## src/rtl/uart_pkg.sv

```systemverilog
// Shared UART definitions: FSM state encoding and divider sizing.
// Used by both the transmitter and the receiver.
package uart_pkg;

    typedef enum logic [1:0] {
        IDLE  = 2'd0,
        START = 2'd1,
        DATA  = 2'd2,
        STOP  = 2'd3
    } uart_state_t;

    localparam int DATA_BITS        = 8;
    localparam int BAUD_DIV_DEFAULT = 5208;
    localparam int BAUD_CNT_W       = 16;

endpackage

```

## src/rtl/uart_baud_gen.sv

```systemverilog
// Bit-period divider: counts 0..BAUD_DIV-1 while enabled and pulses tick
// on the last count; clr restarts the period so a new frame aligns to it.
module uart_baud_gen
    import uart_pkg::*;
#(
    parameter int BAUD_DIV = BAUD_DIV_DEFAULT
) (
    input  logic CLK,
    input  logic RST_N,
    input  logic clr,
    input  logic en,
    output logic tick
);

    localparam logic [BAUD_CNT_W-1:0] LAST_CNT = BAUD_CNT_W'(BAUD_DIV - 1);

    logic [BAUD_CNT_W-1:0] cnt_reg;

    assign tick = en && (cnt_reg == LAST_CNT);

    always_ff @(posedge CLK or negedge RST_N) begin
        if (!RST_N) begin
            cnt_reg <= '0;
        end else if (clr) begin
            cnt_reg <= '0;
        end else if (en) begin
            cnt_reg <= tick ? '0 : cnt_reg + 1'b1;
        end
    end

endmodule

```

## src/rtl/uart_tx.sv

```systemverilog
// 8N1 UART transmitter with a valid/ready byte input and a registered TX line.
module uart_tx
    import uart_pkg::*;
#(
    parameter int BAUD_DIV = BAUD_DIV_DEFAULT
) (
    input  logic       CLK,
    input  logic       RST_N,
    input  logic [7:0] DATA_T,
    input  logic       VALID,
    output logic       READY,
    output logic       TX,
    output logic       BUSY
);

    uart_state_t          state_reg, state_next;
    logic [DATA_BITS-1:0] shift_reg, shift_next;
    logic [2:0]           idx_reg, idx_next;
    logic                 tx_reg, tx_next;
    logic                 accept;
    logic                 tick;

    assign READY  = (state_reg == IDLE);
    assign BUSY   = (state_reg != IDLE);
    assign TX     = tx_reg;
    assign accept = VALID && READY;

    uart_baud_gen #(
        .BAUD_DIV (BAUD_DIV)
    ) u_baud_gen (
        .CLK   (CLK),
        .RST_N (RST_N),
        .clr   (accept),
        .en    (BUSY),
        .tick  (tick)
    );

    always_ff @(posedge CLK or negedge RST_N) begin
        if (!RST_N) begin
            state_reg <= IDLE;
            shift_reg <= '0;
            idx_reg   <= '0;
            tx_reg    <= 1'b1;
        end else begin
            state_reg <= state_next;
            shift_reg <= shift_next;
            idx_reg   <= idx_next;
            tx_reg    <= tx_next;
        end
    end

    // TX is computed one step ahead so the line changes on the same edge as the state.
    always_comb begin
        state_next = state_reg;
        shift_next = shift_reg;
        idx_next   = idx_reg;
        tx_next    = tx_reg;
        case (state_reg)
            IDLE: begin
                tx_next = 1'b1;
                if (accept) begin
                    shift_next = DATA_T;
                    idx_next   = '0;
                    state_next = START;
                    tx_next    = 1'b0;
                end
            end
            START: begin
                if (tick) begin
                    state_next = DATA;
                    tx_next    = shift_reg[0];
                end
            end
            DATA: begin
                if (tick) begin
                    if (idx_reg == 3'(DATA_BITS - 1)) begin
                        state_next = STOP;
                        tx_next    = 1'b1;
                    end else begin
                        shift_next = shift_reg >> 1;
                        idx_next   = idx_reg + 3'd1;
                        tx_next    = shift_reg[1];
                    end
                end
            end
            STOP: begin
                if (tick) begin
                    state_next = IDLE;
                end
            end
            default: begin
                state_next = IDLE;
                tx_next    = 1'b1;
            end
        endcase
    end

endmodule
```

## config.mk

```make
export PLATFORM = sky130hd
export DESIGN_NAME = uart_tx
export DESIGN_NICKNAME = d
export VERILOG_FILES = /design/src/rtl/uart_pkg.sv /design/src/rtl/uart_baud_gen.sv /design/src/rtl/uart_tx.sv
export SDC_FILE = /design/constraint.sdc
export NUM_CORES = 1
export LEC_CHECK = 0
export CORE_MARGIN = 4
export CORE_UTILIZATION = 57
export DETAILED_ROUTE_END_ITERATION = 6
export PLACE_DENSITY_LB_ADDON = 0.08
export RECOVER_POWER = 50
export SLEW_MARGIN = 25
export SYNTH_ARGS = -nofsm -noshare
export SYNTH_HDL_FRONTEND = slang
export SYNTH_SLANG_ARGS = --single-unit
```

## constraint.sdc

```tcl
create_clock -name CLK -period 3.1 [get_ports CLK]
set_input_delay 0.775 -clock CLK [delete_from_list [all_inputs] [get_ports CLK]]
set_output_delay 0.775 -clock CLK [all_outputs]
set_load 0.05 [all_outputs]
```

=== Yosys cells after proc, flatten, opt, wreduce, memory -nomap -nowiden ===
Index checks and enable logic that the tools add are counted.
Widths: inputs -> output; s select.

* Equal/unequal tests: 11
* $add $sub $neg: 2
* Mux-type cells: 22
* Reduce and logical (&&, ||, !) cells: 10

{| class="wikitable"
|+ Operators with widths
! cell !! count
|-
| $mux 16 || 3
|-
| $mux 8 || 3
|-
| $add 16x1->16 const B || 1
|-
| $eq 16x13->1 const B || 1
|-
| $pmux 8 s2 || 1
|-
| $mux 2 || 5
|-
| $mux 3 || 3
|-
| $ne 2x1->1 const B || 4
|-
| $pmux 2 s4 || 1
|-
| $pmux 3 s2 || 1
|-
| $reduce_bool 2->1 || 3
|-
| $reduce_and 5->1 || 1
|-
| $eq 2x2->1 const B || 2
|-
| $mux 1 || 4
|-
| $ne 2x2->1 const B || 2
|-
| $reduce_and 4->1 || 1
|-
| $add 3x1->3 const B || 1
|-
| $eq 3x3->1 const B || 1
|-
| $pmux 1 s3 || 1
|-
| $reduce_and 3->1 || 1
|-
| $reduce_bool 3->1 || 1
|-
| $eq 2x1->1 const B || 1
|-
| $logic_and 1x1->1 || 2
|-
| $logic_not 2->1 || 1
|}

* Register bits after elaboration: 30
* Input port bits: 11
* Word-level logic and storage cells: 50

=== Logic depth before layout (Yosys ltp) ===
Gate-level depths: netlist of the first run.

* Depth in word-level cells: 5
* Depth in mapped cells: 8
* Gate-level depth less buffers: 7

=== Cells and area by module ===
From an unflattened synthesis of the first run, not the netlist that was laid out.

* Cell total of the unflattened synthesis: 163
* Area total of the unflattened synthesis: 1732.9 µm²

{| class="wikitable"
|+ By module, submodules not included
! module !! area an instance (µm²) !! times used !! cells each
|-
| uart_baud_gen || 890.9 || 1 || 92
|-
| uart_tx || 842.1 || 1 || 71
|}

=== Worst setup path after synthesis of the first run ===
Ideal clock, no wire load.

* Kind: register -> register
* Start point: register state_reg[0]
* End point: register state_reg[1]
* Clock period less this slack: 2540 ps
* Slack: 560 ps
* Stages on the path, launching flop included: 8
* Data arrival time: 2415 ps
* Setup time: 125 ps
* Data required time: 2975 ps
* Path buffers: 0
* Path through: dfrtp_1 inv_1 ha_1 inv_1 nor2_1 nor4_1 o21ai_0 mux2_2

* Longest elaborated chain between the ends: 4
* Elaborated cells between the ends (all ways): 14
* Those cells by class: 8 x eq/ne; 1 x mux; 5 x reduce/logical

{| class="wikitable"
|+ Ends and longest elaborated chain
! element !! RTL line !! RTL
|-
| start, declared || uart_tx.sv:16 || <nowiki>uart_state_t state_reg, state_next;</nowiki>
|-
| start signal, assigned || uart_tx.sv:45 || <nowiki>state_reg <= state_next;</nowiki>
|-
| $logic_not 2->1 * || uart_tx.sv:23 || <nowiki>assign READY = (state_reg == IDLE);</nowiki>
|-
| via READY || uart_tx.sv:11 || <nowiki>output logic READY,</nowiki>
|-
| $logic_and 1x1->1 || uart_tx.sv:26 || <nowiki>assign accept = VALID && READY;</nowiki>
|-
| $ne 2x1->1 (no source line) || n/a ||
|-
| $reduce_and 5->1 (no source line) || n/a ||
|}

The timed path passes the listed nets; every way through them passes the cells marked *.
A chain may end at the register's enable or synchronous reset.

=== Worst setup path after layout of the first run ===
* Start point: register state_reg[0]
* End point: output READY

* Longest elaborated chain between the ends: 1

{| class="wikitable"
|+ Ends and longest elaborated chain
! element !! RTL line
|-
| $logic_not 2->1 || uart_tx.sv:23
|-
| end, declared || uart_tx.sv:11
|}

Every way passes these cells.

==> reports/qor.csv, run 1 <==
stage;metric;value;unit
placed_design;Placer Congestion;0.808;
finish;Area growth syn-to-layout;13.2;%
placed_design;placed cell area;1820;um^2
finish;max FFs per register;16;
synthesis;Gate Count Post-Synth;171;
floorplan;FP Rows;19;
timing;highest clock rate;343;MHz
drt;DR iter-0 viols;77;
min_path;Hold Path End;u_baud_gen.cnt_reg[15]$_DFFE_PN0N_;
drt;Final ANT Viol Nets;0;
pwr;P_sw;0.000151;W
pwr;Worst VDD drop;0.000341;V
finish;share of cells above drive strength 1;0.116;
outcome;status;finished, final reports clean;
synthesis;syn avg cell area;9.67;um^2
worst_setup_path;Reg2Reg Depth;5;
synthesis;sequential element share of the synthesized area;0.455;
timing;RSZ-0062 raised after global routing;no;
timing;hold_ws;477;ps
worst_setup_path;crit path launch type;flop;
timing;skew final;18.4;ps
global_route;vias in the first global route;1302;
clocking;CTS tree;done;
finish;number of fill cells;224;
timing;final setup TNS;0;ps
worst_setup_path;Max Fanout on Critical Path;9;
worst_setup_path;Critical Path Slowest Stage Cell;clkdlybuf4s50_1;
drt;DRC;0;
clocking;htree depth;2;
placed_design;HPWL after DPL;2550;um
timing;final hold violation count;0;
flow_run;Max Cap Viol;0;
timing;worst slew pin tran;948;ps
finish;Final Instance Area;1870;um^2
synthesis;syn nets;191;
clocking;total CTS buffers;5;
worst_setup_path;r2r setup slk;620;ps
worst_setup_path;Critical Path Max Stage Delay;860;ps
pwr;clock power share;0.378;
floorplan;Die Area;3830;um^2
worst_setup_path;RR Endpoint;shift_reg[5]$_DFFE_PN0P_;
synthesis;synth warn;0;
finish;# diodes;0;
global_route;gr usage total;0.214;
timing;Final Slew Violations;0;
synthesis;Async SR Flop Fraction;1.00;
clocking;clock buffer depth;2;
floorplan;initial core utilization;0.600;
pwr;Logic pwr share;0.031;
min_path;Hold WC Path Type;reg2reg;
timing;Slew headroom;0.368;
clocking;Clock transition at path regs;100;ps
worst_setup_path;kind of critical path;reg2out;
clocking;cts hold-fix bufs;0;
clocking;clk_lat worst skew;350;ps
pwr;overall power;0.000663;W
synthesis;Synth cell types;39;
timing;Setup-failing EPs final;0;
worst_setup_path;endpoint class of the critical path;primary output;
worst_setup_path;Critical Path RT;2320;ps
worst_setup_path;CP cell instances;inv_1, ha_1, clkdlybuf4s50_1;
worst_setup_path;Crit path arrival time;2140;ps
global_route;first-pass GRT wire length;5940;um
synthesis;#FFs+latches synth;30;
worst_setup_path;Reg2Reg Launch Point;u_baud_gen.cnt_reg[5]$_DFFE_PN0N_;
synthesis;Synth Flop Type;dfrtp_1;
floorplan;core area;2760;um^2
pwr;Lkg Pwr;0.736;nW
global_route;total grt overflow;0;
global_route;initial antenna violation count;0;
pwr;Internal;0.000512;W
synthesis;EDFF count, synth;0;
clocking;TritonCTS Sinks;30;
pwr;sequential power share;0.590;
min_path;Hold Crit Depth;1;
global_route;largest net degree at the start of global routing;19;
timing;minimum clock period;2920;ps
synthesis;synthesized cell area;1650;um^2
floorplan;die width;61.9;um
pwr;power per standard cell area;354;nW/um^2
drt;DR vias/cell;6.25;
floorplan;Ports;14;
floorplan;Die H;61.9;um
drt;WL final;3520;um
clocking;Root Buffer;clkbuf_4;
finish;nets;209;
drt;WL/cell;15.9;um
drt;vias;1381;
min_path;Hold Path Origin;u_baud_gen.cnt_reg[15]$_DFFE_PN0N_;
pwr;Sw Share;0.227;
placed_design;Port Buffers;13;
timing;fin crit share;0.941;
drt;Pre-Repair DR Iteration Count;5;
## cell families after synthesis
group,synth area share
AOI/OAI and AO/OA,0.226
adders and majority gates,0.0681
buffers and inverters,0.0303
DFF,0.455
muxes,0.0136
and+or+nand+nor,0.207
## cell usage in the layout (no fill, tap or decap), drive strengths merged, types with 4 or more instances in the layout
cell type,count
nand3,11
ha,9
clkbuf,9
a31oi,7
nand2,16
dfrtp,29
a21oi,4
nor2,12
clkdlybuf4s50,11
inv,6
o21a,7
o31ai,5
o21ai,20
o22a,7
nor4,4
## critical path, delay by kind of cell, from the launching register on
family	cells	cell delay, ps
fa+ha+maj	1	350
flops	1	440
buf+inv	2	1000
## what timing repair did
action,in CTS,in global routing
endpoints found under the hold margin,0,0
endpoints found under the setup margin,0,1
setup buffers,0,0
resized for setup,0,1
## Yosys cell counts (2+ instances only)
cell type,instances,share of area
a21oi_1,4,0.012
a31oi_1,7,0.026
clkbuf_1,3,0.0068
dfrtp_1,29,0.44
ha_1,9,0.068
inv_1,6,0.014
mux2_2,2,0.014
nand2_1,16,0.036
nand2b_1,2,0.0076
nand3_1,11,0.033
nand4_1,2,0.0076
nor2_1,12,0.027
nor2b_1,2,0.0076
nor4_1,4,0.015
o21a_1,7,0.032
o21ai_0,20,0.061
o22a_1,5,0.026
o22a_2,2,0.012
o31ai_1,5,0.023
or2_2,2,0.0076
or3_1,2,0.0076
or4b_4,2,0.017
## power groups by stage
stage	sequential, W	combinational [W]	clock [W]
global placement	0.000399	0.0000220	0
global route	0.000391	0.0000236	0.000275
detailed placement	0.000399	0.0000221	0
floorplan	0.000399	0.000000409	0
finish	0.000391	0.0000208	0.000251
CTS	0.000391	0.0000225	0.000257
## cell type report
class                           instances  area, um^2  share of cell area
Multi-Input combinational cell        130         852               0.455
Sequential cell                        30         752               0.401
Timing Repair Buffer                   16         148              0.0788
Clock buffer                            7        55.1              0.0294
Tap cell                               31        38.8              0.0207
Inverter                                6        22.5              0.0120
Clock inverter                          1        5.00             0.00267
## routing by layer
metal / track usage / share of wire / up-vias
met5: 0 / 0 / -
met1: 0.243 / 0.43 / 675
met3: 0.0620 / 0.051 / 10
li1: - / - / 671
met2: 0.363 / 0.50 / 25
met4: 0.115 / 0.020 / 0
## stage by stage
step,utilization,cells,setup WS (ps)
floorplan,-,171,560
global placement,0.659,213,573
detailed placement,0.659,213,506
CTS,0.681,221,113
global route,0.679,221,66.8
finish,0.679,221,184
## worst max path at each step
| stage | from | cells after the start | to | slack, ps |
|---|---|---|---|---|
| 2_1_floorplan | state_reg[0]$_DFFE_PN0P_ | 7 | state_reg[1]$_DFFE_PN0P_ | 560 |
| 3_3_place_gp | state_reg[0]$_DFFE_PN0P_ | 4 | BUSY | 570 |
| 3_5_place_dp | state_reg[0]$_DFFE_PN0P_ | 4 | BUSY | 510 |
| 4_1_cts | state_reg[0]$_DFFE_PN0P_ | 4 | BUSY | 110 |
| 5_1_grt | state_reg[0]$_DFFE_PN0P_ | 3 | READY | 70 |
| 6_report | state_reg[0]$_DFFE_PN0P_ | 3 | READY | 180 |
No activity file was read; power rests on OpenSTA's default activity.
==> inputs of run 2 (changes only) <==
--- a/config.mk
+++ b/config.mk
@@ -5,9 +5,11 @@
 export SDC_FILE = /design/constraint.sdc
 export NUM_CORES = 1
 export LEC_CHECK = 0
+export CAP_MARGIN = 20
 export CORE_MARGIN = 4
 export CORE_UTILIZATION = 57
 export DETAILED_ROUTE_END_ITERATION = 6
+export GPL_TIMING_DRIVEN = 0
 export PLACE_DENSITY_LB_ADDON = 0.08
 export RECOVER_POWER = 50
 export SLEW_MARGIN = 25
==> reports/qor.csv, run 2 (synthesis results as in run 1) <==
stage;metric;value;unit;change
worst_setup_path;CP cell instances;inv_1, ha_1, clkdlybuf4s50_1;;
finish;max FFs per register;16;;unchanged
timing;final setup TNS;0;ps;unchanged
clocking;CTS tree;done;;
drt;DRC;0;;unchanged
worst_setup_path;Max Fanout on Critical Path;9;;unchanged
worst_setup_path;Critical Path Max Stage Delay;870;ps;about the same
drt;Final ANT Viol Nets;0;;unchanged
placed_design;Port Buffers;13;;unchanged
finish;Area growth syn-to-layout;13.6;%;
global_route;total grt overflow;0;;unchanged
finish;share of cells above drive strength 1;0.120;;+0.00400
clocking;clk_lat worst skew;330;ps;-20 ps
drt;Pre-Repair DR Iteration Count;4;;-1
placed_design;Placer Congestion;0.886;;+9.7%
drt;DR iter-0 viols;46;;-40%
finish;# diodes;0;;unchanged
drt;WL/cell;15.3;um;-3.5%
min_path;Hold WC Path Type;reg2reg;;
outcome;status;finished, violations left;;
pwr;Worst VDD drop;0.000324;V;-5.1%
timing;skew final;8.83;ps;-9.60 ps
timing;minimum clock period;2930;ps;+12.6 ps
floorplan;initial core utilization;0.600;;unchanged
worst_setup_path;Reg2Reg Launch Point;u_baud_gen.cnt_reg[5]$_DFFE_PN0N_;;
timing;highest clock rate;341;MHz;-0.43%
timing;final hold violation count;0;;unchanged
floorplan;die width;61.9;um;unchanged
clocking;Root Buffer;clkbuf_4;;
global_route;initial antenna violation count;0;;unchanged
drt;DR vias/cell;6.22;;-0.47%
timing;Final Slew Violations;31;;+31
min_path;Hold Path End;shift_reg[0]$_DFFE_PN0P_;;
worst_setup_path;r2r setup slk;480;ps;-140 ps
finish;most frequent cells in the layout;dfrtp_1, o21ai_0, nand2_1;;
floorplan;Die Area;3830;um^2;unchanged
worst_setup_path;kind of critical path;reg2out;;
clocking;TritonCTS Sinks;30;;unchanged
timing;worst slew pin tran;1570;ps;+619 ps
worst_setup_path;Critical Path RT;2320;ps;about the same
floorplan;core area;2760;um^2;unchanged
timing;fin crit share;0.945;;+0.00408
global_route;gr usage total;0.203;;-0.0114
floorplan;Ports;14;;unchanged
finish;commonest non-fill, non-tap cell in the layout;dfrtp_1;;
drt;WL final;3420;um;-2.6%
pwr;Lkg Pwr;0.740;nW;+0.58%
worst_setup_path;RR Endpoint;u_baud_gen.cnt_reg[6]$_DFFE_PN0N_;;
global_route;vias in the first global route;1278;;-1.8%
outcome;failing checks;capacitance limit, slew limit;;
timing;Setup-failing EPs final;0;;unchanged
worst_setup_path;Reg2Reg Depth;6;;+1
drt;vias;1387;;+0.43%
flow_run;Max Cap Viol;1;;+1
global_route;largest net degree at the start of global routing;31;;+12
timing;Slew headroom;-0.0448;;-0.413
min_path;Hold Crit Depth;1;;unchanged
floorplan;FP Rows;19;;unchanged
placed_design;Cells after DPL;215;;+0.94%
finish;nets;211;;+0.96%
clocking;total CTS buffers;5;;unchanged
global_route;first-pass GRT wire length;5530;um;-6.9%
min_path;Hold Path Origin;shift_reg[0]$_DFFE_PN0P_;;
clocking;clock buffer depth;2;;unchanged
floorplan;Die H;61.9;um;unchanged
worst_setup_path;endpoint class of the critical path;primary output;;
clocking;cts hold-fix bufs;0;;unchanged
placed_design;HPWL after DPL;2470;um;-2.9%
pwr;overall power;0.000658;W;-0.67%
clocking;htree depth;2;;unchanged
clocking;Clock transition at path regs;100;ps;about the same
timing;RSZ-0062 raised after global routing;no;;
finish;Finished Layout Cells;223;;+0.90%
worst_setup_path;Crit path arrival time;2150;ps;about the same
pwr;power per standard cell area;350;nW/um^2;-1.0%
worst_setup_path;Critical Path Slowest Stage Cell;clkdlybuf4s50_1;;
worst_setup_path;crit path launch type;flop;;
run 2: cell types whose count changed in the layout (fill, tap and decap cells not counted), sizes merged:
cell,change
dlygate4sd3,-1
clkbuf,+2
buf,+1
run 2: area by class of cell:
type	instances	area, um^2
Inverter	6	22.5
Timing Repair Buffer	13	126
Tap cell	31	38.8
Multi-Input combinational cell	130	852
Sequential cell	30	752
Buffer	5	27.5
Clock inverter	1	5.00
Clock buffer	7	55.1
Fill cell	209	878
run 2: per-layer routing:
metal | vias to the layer above | track usage | wire (um) | share of wire
li1 | 670 | - | - | -
met3 | 6 | 0.0640 | 180 | 0.053
met5 | - | 0 | 0 | 0
met4 | 0 | 0.0818 | 45 | 0.013
met1 | 666 | 0.238 | 1440 | 0.42
met2 | 45 | 0.345 | 1760 | 0.51
run 2: report_power, final:
group	internal (W)	switching (W)	leakage, nW	total (W)
Combinational	0.0000103	0.00000929	0.361	0.0000196
Clock	0.000110	0.000138	0.0353	0.000247
Sequential	0.000391	0	0.343	0.000391
run 2: how the worst max path moves through the flow:
stage,start,to,slack (ps)
after floorplan,state_reg[0]$_DFFE_PN0P_,state_reg[1]$_DFFE_PN0P_,560
after global placement,state_reg[0]$_DFFE_PN0P_,BUSY,510
after detailed placement,state_reg[0]$_DFFE_PN0P_,BUSY,480
after CTS,state_reg[0]$_DFFE_PN0P_,BUSY,100
after global routing,state_reg[0]$_DFFE_PN0P_,READY,50
final,state_reg[0]$_DFFE_PN0P_,READY,170
run 2: metrics by stage:
step                      utilization  area (um^2)  setup slack, ps  hold slack, ps
after floorplan                     -         1650              560             436
after global placement          0.661         1820              508             470
after detailed placement        0.659         1820              479             480
after CTS                       0.681         1880              104             483
after global routing            0.681         1880             54.1             529
final                           0.681         1880              171             499
run 2: worst max-delay path, delay by kind of cell, from the launching register on:
kind       cells  cell delay, ps
fa+ha+maj      1             380
buf+inv        2            1010
flops          1             430
run 2: timing repair:
action | in CTS | in global routing
endpoints found under the hold margin | 0 | 0
resized for setup | 0 | 1
endpoints found under the setup margin | 0 | 1
buffers inserted | 0 | 0
